<file path="src/rtl/soc_mem_arbiter_if.sv">
// Core-side and memory-side signals of the shared-memory arbiter.
// The slave modport is the arbiter's view; master is the core plus memory.
interface soc_mem_arbiter_if #(
    parameter int ADDR_W = 32,
    parameter int DATA_W = 32
);
    localparam int BE_W = DATA_W / 8;

    logic              if_req;
    logic [ADDR_W-1:0] if_addr;
    logic [DATA_W-1:0] if_rdata;
    logic              if_ack;

    logic              dm_req;
    logic              dm_we;
    logic [ADDR_W-1:0] dm_addr;
    logic [DATA_W-1:0] dm_wdata;
    logic [BE_W-1:0]   dm_be;
    logic [DATA_W-1:0] dm_rdata;
    logic              dm_ack;

    logic              stall;

    logic              mem_ce;
    logic              mem_we;
    logic [ADDR_W-1:0] mem_addr;
    logic [DATA_W-1:0] mem_wdata;
    logic [BE_W-1:0]   mem_be;
    logic [DATA_W-1:0] mem_rdata;

    modport slave (
        input  if_req, if_addr, dm_req, dm_we, dm_addr, dm_wdata, dm_be, mem_rdata,
        output if_rdata, if_ack, dm_rdata, dm_ack, stall,
               mem_ce, mem_we, mem_addr, mem_wdata, mem_be
    );

    modport master (
        output if_req, if_addr, dm_req, dm_we, dm_addr, dm_wdata, dm_be, mem_rdata,
        input  if_rdata, if_ack, dm_rdata, dm_ack, stall,
               mem_ce, mem_we, mem_addr, mem_wdata, mem_be
    );
endinterface

</file>
<file path="src/rtl/soc_mem_arbiter.sv">
// Shares one fixed-latency single-port memory between the fetch and data ports.
// One access in flight at a time: IDLE -> ISSUE -> WAIT x MEM_LAT -> DONE.
module soc_mem_arbiter #(
    parameter int ADDR_W    = 32,
    parameter int DATA_W    = 32,
    parameter int MEM_LAT   = 1,
    parameter int DATA_PRIO = 1
) (
    input  logic              clk,
    input  logic              rst,
    soc_mem_arbiter_if.slave  bus
);
    localparam int BE_W  = DATA_W / 8;
    localparam int CNT_W = $clog2(MEM_LAT + 1);

    generate
        if (MEM_LAT < 1 || (DATA_W % 8) != 0) begin : gBadParam
            $error("soc_mem_arbiter: MEM_LAT must be >= 1 and DATA_W a multiple of 8");
        end
    endgenerate

    typedef enum logic [1:0] {IDLE, ISSUE, WAIT, DONE} stateT;

    stateT             state, stateNxt;
    logic [CNT_W-1:0]  cnt;
    logic              winData;    // latched winner: 1 = data port
    logic              winWrite;
    logic              lastData;   // last grantee, for round-robin
    logic              anyReq, pickData, grant;

    logic              memCe, memWe;
    logic [ADDR_W-1:0] memAddr;
    logic [DATA_W-1:0] memWdata;
    logic [BE_W-1:0]   memBe;
    logic [DATA_W-1:0] ifRdata, dmRdata;
    logic              ifAck, dmAck, stall;

    assign anyReq   = bus.if_req | bus.dm_req;
    assign pickData = bus.dm_req & (~bus.if_req | (DATA_PRIO != 0) | ~lastData);
    assign grant    = (state == IDLE) & anyReq;

    always_ff @(posedge clk or negedge rst) begin
        if (!rst) state <= IDLE;
        else      state <= stateNxt;
    end

    always_comb begin
        stateNxt = state;
        unique case (state)
            IDLE:    if (anyReq) stateNxt = ISSUE;
            ISSUE:   stateNxt = WAIT;
            WAIT:    if (cnt == CNT_W'(1)) stateNxt = DONE;
            DONE:    stateNxt = IDLE;
            default: stateNxt = IDLE;
        endcase
    end

    // stall is forced low while reset is held, even with requests pending
    always_comb begin
        ifAck = (state == DONE) & ~winData;
        dmAck = (state == DONE) &  winData;
        stall = rst & ((bus.if_req & ~ifAck) | (bus.dm_req & ~dmAck));
    end

    // Memory-side outputs are loaded at grant and live for the ISSUE cycle only
    always_ff @(posedge clk or negedge rst) begin
        if (!rst) begin
            cnt      <= '0;
            winData  <= 1'b0;
            winWrite <= 1'b0;
            lastData <= 1'b1;
            memCe    <= 1'b0;
            memWe    <= 1'b0;
            memAddr  <= '0;
            memWdata <= '0;
            memBe    <= '0;
            ifRdata  <= '0;
            dmRdata  <= '0;
        end else begin
            memCe    <= grant;
            memWe    <= grant & pickData & bus.dm_we;
            memAddr  <= '0;
            memWdata <= '0;
            memBe    <= '0;
            if (grant) begin
                winData  <= pickData;
                lastData <= pickData;
                winWrite <= pickData & bus.dm_we;
                memAddr  <= pickData ? bus.dm_addr : bus.if_addr;
                memBe    <= '1;
                if (pickData && bus.dm_we) begin
                    memWdata <= bus.dm_wdata;
                    memBe    <= bus.dm_be;
                end
            end
            if (state == ISSUE)     cnt <= CNT_W'(MEM_LAT);
            else if (state == WAIT) cnt <= cnt - CNT_W'(1);
            if (state == WAIT && cnt == CNT_W'(1) && !winWrite) begin
                if (winData) dmRdata <= bus.mem_rdata;
                else         ifRdata <= bus.mem_rdata;
            end
        end
    end

    assign bus.if_rdata  = ifRdata;
    assign bus.if_ack    = ifAck;
    assign bus.dm_rdata  = dmRdata;
    assign bus.dm_ack    = dmAck;
    assign bus.stall     = stall;
    assign bus.mem_ce    = memCe;
    assign bus.mem_we    = memWe;
    assign bus.mem_addr  = memAddr;
    assign bus.mem_wdata = memWdata;
    assign bus.mem_be    = memBe;
endmodule

</file>
<file path="src/flat_wrapper.sv">
// flat-port wrapper written by rule: the top's interface ports become plain ports
module soc_mem_arbiter_flat 
#(
    parameter int ADDR_W    = 32,
    parameter int DATA_W    = 32,
    parameter int MEM_LAT   = 1,
    parameter int DATA_PRIO = 1
)
  (clk, rst, bus_if_req, bus_if_addr, bus_dm_req, bus_dm_we, bus_dm_addr, bus_dm_wdata, bus_dm_be, bus_mem_rdata, bus_if_rdata, bus_if_ack, bus_dm_rdata, bus_dm_ack, bus_stall, bus_mem_ce, bus_mem_we, bus_mem_addr, bus_mem_wdata, bus_mem_be);
  soc_mem_arbiter_if #(.ADDR_W(ADDR_W), .DATA_W(DATA_W)) bus_i ();
  input  logic clk;
  input  logic rst;
  input wire logic [$bits(bus_i.if_req)-1:0] bus_if_req;
  input wire logic [$bits(bus_i.if_addr)-1:0] bus_if_addr;
  input wire logic [$bits(bus_i.dm_req)-1:0] bus_dm_req;
  input wire logic [$bits(bus_i.dm_we)-1:0] bus_dm_we;
  input wire logic [$bits(bus_i.dm_addr)-1:0] bus_dm_addr;
  input wire logic [$bits(bus_i.dm_wdata)-1:0] bus_dm_wdata;
  input wire logic [$bits(bus_i.dm_be)-1:0] bus_dm_be;
  input wire logic [$bits(bus_i.mem_rdata)-1:0] bus_mem_rdata;
  output wire logic [$bits(bus_i.if_rdata)-1:0] bus_if_rdata;
  output wire logic [$bits(bus_i.if_ack)-1:0] bus_if_ack;
  output wire logic [$bits(bus_i.dm_rdata)-1:0] bus_dm_rdata;
  output wire logic [$bits(bus_i.dm_ack)-1:0] bus_dm_ack;
  output wire logic [$bits(bus_i.stall)-1:0] bus_stall;
  output wire logic [$bits(bus_i.mem_ce)-1:0] bus_mem_ce;
  output wire logic [$bits(bus_i.mem_we)-1:0] bus_mem_we;
  output wire logic [$bits(bus_i.mem_addr)-1:0] bus_mem_addr;
  output wire logic [$bits(bus_i.mem_wdata)-1:0] bus_mem_wdata;
  output wire logic [$bits(bus_i.mem_be)-1:0] bus_mem_be;
  assign bus_i.if_req = bus_if_req;
  assign bus_i.if_addr = bus_if_addr;
  assign bus_i.dm_req = bus_dm_req;
  assign bus_i.dm_we = bus_dm_we;
  assign bus_i.dm_addr = bus_dm_addr;
  assign bus_i.dm_wdata = bus_dm_wdata;
  assign bus_i.dm_be = bus_dm_be;
  assign bus_i.mem_rdata = bus_mem_rdata;
  assign bus_if_rdata = bus_i.if_rdata;
  assign bus_if_ack = bus_i.if_ack;
  assign bus_dm_rdata = bus_i.dm_rdata;
  assign bus_dm_ack = bus_i.dm_ack;
  assign bus_stall = bus_i.stall;
  assign bus_mem_ce = bus_i.mem_ce;
  assign bus_mem_we = bus_i.mem_we;
  assign bus_mem_addr = bus_i.mem_addr;
  assign bus_mem_wdata = bus_i.mem_wdata;
  assign bus_mem_be = bus_i.mem_be;
  soc_mem_arbiter #(.ADDR_W(ADDR_W), .DATA_W(DATA_W), .MEM_LAT(MEM_LAT), .DATA_PRIO(DATA_PRIO)) u_core (.clk(clk), .rst(rst), .bus(bus_i));
endmodule
</file>
<file path="config.mk">
export PLATFORM = sky130hd
export DESIGN_NAME = soc_mem_arbiter_flat
export DESIGN_NICKNAME = d
export VERILOG_FILES = /design/src/rtl/soc_mem_arbiter_if.sv /design/src/rtl/soc_mem_arbiter.sv /design/src/flat_wrapper.sv
export SDC_FILE = /design/constraint.sdc
export NUM_CORES = 1
export LEC_CHECK = 0
export CORE_MARGIN = 10
export CORE_UTILIZATION = 42
export DETAILED_ROUTE_END_ITERATION = 12
export PLACE_DENSITY = 0.85
export SETUP_SLACK_MARGIN = 0.05
export SYNTH_ARGS = -nofsm -noshare
export SYNTH_HDL_FRONTEND = slang
export SYNTH_SLANG_ARGS = --single-unit
export TNS_END_PERCENT = 10
</file>
<file path="constraint.sdc">
create_clock -name clk -period 5.6 [get_ports clk]
set_clock_uncertainty 0.15 [all_clocks]
set_input_delay 1.12 -clock clk [delete_from_list [all_inputs] [get_ports clk]]
set_output_delay 1.12 -clock clk [all_outputs]
set_load 0.02 [all_outputs]
</file>
After elaboration in Yosys (flattened, before gate mapping)
Cells that the tools add are included.
{"block": "classes", "n_addsub": 1, "n_eq_ne": 5, "mux": 11, "n_bitwise": 14, "n_reduce_logical": 9}
{"op": "two-way mux 32 bit", "count": 4}
{"op": "bitwise AND 1 bit", "count": 9}
{"op": "two-way mux 4 bit", "count": 2}
{"op": "one-hot mux 2 bit (4 select lines)", "count": 1}
{"op": "AND reduction 2 bit", "count": 3}
{"op": "equality test 2 bit (second input constant)", "count": 2}
{"op": "two-way mux 2 bit", "count": 2}
{"op": "!= test 2 x 1 -> 1 bit (second input constant)", "count": 2}
{"op": "logical AND 1 bit", "count": 3}
{"op": "NOT 1 bit", "count": 3}
{"op": "equality test 2 x 1 -> 1 bit (second input constant)", "count": 1}
{"op": "zero test 2 bit", "count": 1}
{"op": "two-way mux 1 bit", "count": 2}
{"op": "OR 1 bit", "count": 2}
{"op": "nonzero test 2 bit", "count": 1}
{"op": "zero test 1 bit", "count": 1}
{"op": "subtractor 1 bit (second input constant)", "count": 1}
{"block": "word_totals", "register_bits": 139, "inputBits": 137, "out_inout_bits": 137, "word_cells": 51}

Depth between registers and ports, before layout
{"block": "logic_depth", "word_depth": 6, "ltp_mapped": 6}

Worst setup path before layout
No wires, ideal clock.
{"block": "synth_path", "path_kind": "input-to-output", "from": "input port bus_dm_req", "to": "output port bus_stall", "t_arrival_ns": 1.856, "path_slack_ns": 2.474, "cell_stages": 3, "path_buffers": 2, "path_cell_list": "buf_2 buf_2 o221a_2"}
{"block": "synth_between", "elab_chain_len": 3}
{"item": "from (decl)", "line_no": "flat_wrapper.sv:15", "text": "input wire logic [$bits(bus_i.dm_req)-1:0] bus_dm_req;"}
{"item": "bitwise AND 1 bit", "line_no": "soc_mem_arbiter.sv:62", "text": "stall = rst & ((bus.if_req & ~ifAck) | (bus.dm_req & ~dmAck));"}
{"item": "OR 1 bit", "line_no": "soc_mem_arbiter.sv:62"}
{"item": "bitwise AND 1 bit", "line_no": "soc_mem_arbiter.sv:62"}
{"item": "to (decl)", "line_no": "flat_wrapper.sv:25", "text": "output wire logic [$bits(bus_i.stall)-1:0] bus_stall;"}
Every way passes these cells.

Worst setup path in the final report
{"block": "layout_path", "from": "input port bus_if_req", "to": "output port bus_stall"}
{"block": "layout_between", "elab_chain_len": 3}
{"item": "from (decl)", "line_no": "flat_wrapper.sv:13", "text": "input wire logic [$bits(bus_i.if_req)-1:0] bus_if_req;"}
{"item": "bitwise AND 1 bit", "line_no": "soc_mem_arbiter.sv:62"}
{"item": "OR 1 bit", "line_no": "soc_mem_arbiter.sv:62"}
{"item": "bitwise AND 1 bit", "line_no": "soc_mem_arbiter.sv:62"}
Every way passes these cells.

==> metrics <==
Seq cells post-synth=139; detailed placement HPWL=12500 um; Reg2Reg Setup Slack=between 3 and 4 ns; Mapped Avg Cell Area=14.6 sq um; post-cts sizing count=0; Die Wd=131 um; area taken by multi-input logic gates=1590 sq um; outcome=finished clean; Detailed Route WL=15800 um; Worst Path Arrival=~2.6 ns; DRC Markers=0; cell mode on critical path=clkdlybuf4s50_1; Tightest Pin Transition=0.916 ns; Leakage=0.00384 uW; I/O pins=274; H-tree Lvls=4; die area=between 15000 and 20000 sq um; Clock Path Buffers=2; postcts setup bufs=0; Worst EP required=4.33 ns; # diodes=0; gr usage total=0.184; antenna violations before repair=0; Vias/cell=4.64; max-slew violations=0; clk_lat worst skew=0.40 ns; register area=3480 sq um; Std-Cell Core Area=12100 sq um; Rows=40; Final setup viols=0; Setup crit end kind=output pin; MaxCap Viol Count=0; Mapped Cells=356; final period utilization=0.693; global-route wire length before repair=24700 um; Final Hold Fails=0; Fmax=0.258 GHz; die height=about 130 um; Via Count=3773; register area share after synthesis=0.671; CP Cell Sequence=clkdlybuf4s50_1 > nor2b_1 > o221a_2 > clkdlybuf4s50_1; slowest stage cell, crit path=clkdlybuf4s50_1; Wirelength per Cell=19.4 um; Worst setup SP type=input port; Port Buffers=273; vias in the first global route=~4300; reg2reg start=u_core.state[0]$_DFFE_PN0P_; # fillers=about 850; First-pass DRT Iterations=4; total global routing overflow=0; layout cell share with drive strength beyond 1=0.107; Slew HR=0.389; Root Driver=clkbuf_16; syn_nets=497; fin crit period=3.88 ns; pin count of the biggest net entering global routing=around 70; crit path kind=input port to output pin; PnR worst setup slack=~1.7 ns; Worst-path clk slew=0.05 ns; DR iter-0 viols=133; peak fanout along the critical path=4; Hold Path Origin=u_core.bus.if_rdata[7]$_DFFE_PN0P_; Max rail drop VDD=0.251 mV; setup tns final=0 ns; Netlist cell types=22; unrepaired setup endpoints after global routing=no; area grow syn2layout=65.3%; total CTS buffers=17; Synth Warn #=0; CTS sink count=between 100 and 150; DP Worst Slack=1.73 ns; # hold bufs at CTS=0; CP max stage delay=0.61 ns; Final ANT Viol Nets=0; Hold Path Class=register to register; CTS tree=built; Syn Std Cell Area=5190 sq um; critical path startpoint=bus_if_req; routability cong.=0.784; Layout Nets=776; Initial Util=0.430; power density cells=approximately 500 nW/um^2
## cell usage after synthesis
cell type  count  area, sq um
and2_1        32          200
a21oi_1        1         5.00
and3_1         1         6.26
o21ai_1        1         5.00
inv_1          4         15.0
nor4bb_1       1         10.0
o221a_2        1         11.3
buf_8          3         45.0
nand2_1        6         22.5
nor2b_1        3         18.8
o22a_1         1         8.76
buf_4          1         7.51
a21o_1         1         7.51
mux2_1        30          338
mux2i_1       32          320
nand4b_1       1         8.76
ha_1           4         50.1
nor2_1        44          165
clkbuf_1       5         18.8
buf_2         10         50.1
mux2_2        35          394
dfrtp_1      139         3480
## metal layers
metal / part of all wire / vias to the layer above / track usage
met5: 0 / - / 0
met4: 0.019 / 0 / 0.0706
met3: 0.11 / 20 / 0.105
met2: 0.51 / 196 / 0.310
met1: 0.35 / 1812 / 0.184
li1: - / 1745 / -
## through the flow
step	instance area (sq um)	instances	hold WS, ns	power [uW]	util
global placement	8070	784	0.317	3300	0.669
floorplan	5190	356	0.313	2400	-
CTS	8570	813	0.335	4330	0.711
detailed placement	8070	784	0.324	3360	0.669
finish	8570	813	0.330	4280	0.711
global route	8570	813	0.352	4490	0.711
## final timing paths
kind	to	cells past startpoint
worst max-delay path	bus_stall	4
worst min-delay path	u_core.bus.if_rdata[7]$_DFFE_PN0P_	1
worst max register to register	u_core.bus.if_rdata[0]$_DFFE_PN0P_	5
worst min register to register	u_core.bus.if_rdata[7]$_DFFE_PN0P_	1
max in group asynchronous	u_core.bus.mem_wdata[6]$_DFF_PN0_	2
min in group asynchronous	u_core.bus.if_rdata[21]$_DFFE_PN0P_	1
## logic make-up after synthesis
logic type | after synthesis | synth area share
and+or+nand+nor | 88 | 0.0832
buffers and inverters | 23 | 0.0263
muxes | 97 | 0.203
AOI/OAI and AO/OA | 5 | 0.00724
adders and majority gates | 4 | 0.00965
DFF | 139 | 0.671
## where the power goes
| part | switching, uW | internal [uW] |
|---|---|---|
| Clock | 370 | 591 |
| Combinational | 881 | 921 |
| Sequential | 164 | 1350 |
| Total | 1410 | 2860 |
## worst max-delay path, delay by kind of cell
kind / cells / cell delay, ns
buffers and inverters: 2 / 1.15
AOI/OAI and AO/OA: 1 / 0.20
and+or+nand+nor: 1 / 0.15
## cells in the final DEF (no fill, tap or decap), drive strengths merged, types with 3 or more instances in the layout
master	n
mux2	65
nand2	6
clkdlybuf4s50	271
and2	32
inv	4
buf	8
dfrtp	139
clkbuf	26
ha	4
mux2i	32
nor2b	3
clkinv	3
nor2	44
## flip-flops by register name, indices dropped and copies added, names as in the netlist, 2 cells and up
signal                flops
u_core.bus.dm_rdata      32
u_core.bus.if_rdata      32
u_core.bus.mem_addr      32
u_core.bus.mem_wdata     32
u_core.bus.mem_be         4
u_core.state              2
## layout make-up
class,instances,area share
clock buffer,26,0.0571
clock inverter,3,0.00175
inverter,4,0.00175
multi-input combinational,194,0.186
sequential,139,0.406
tap,168,0.0245
timing repair buffer,279,0.324
Note: power is estimated with default switching activity, not from simulation.
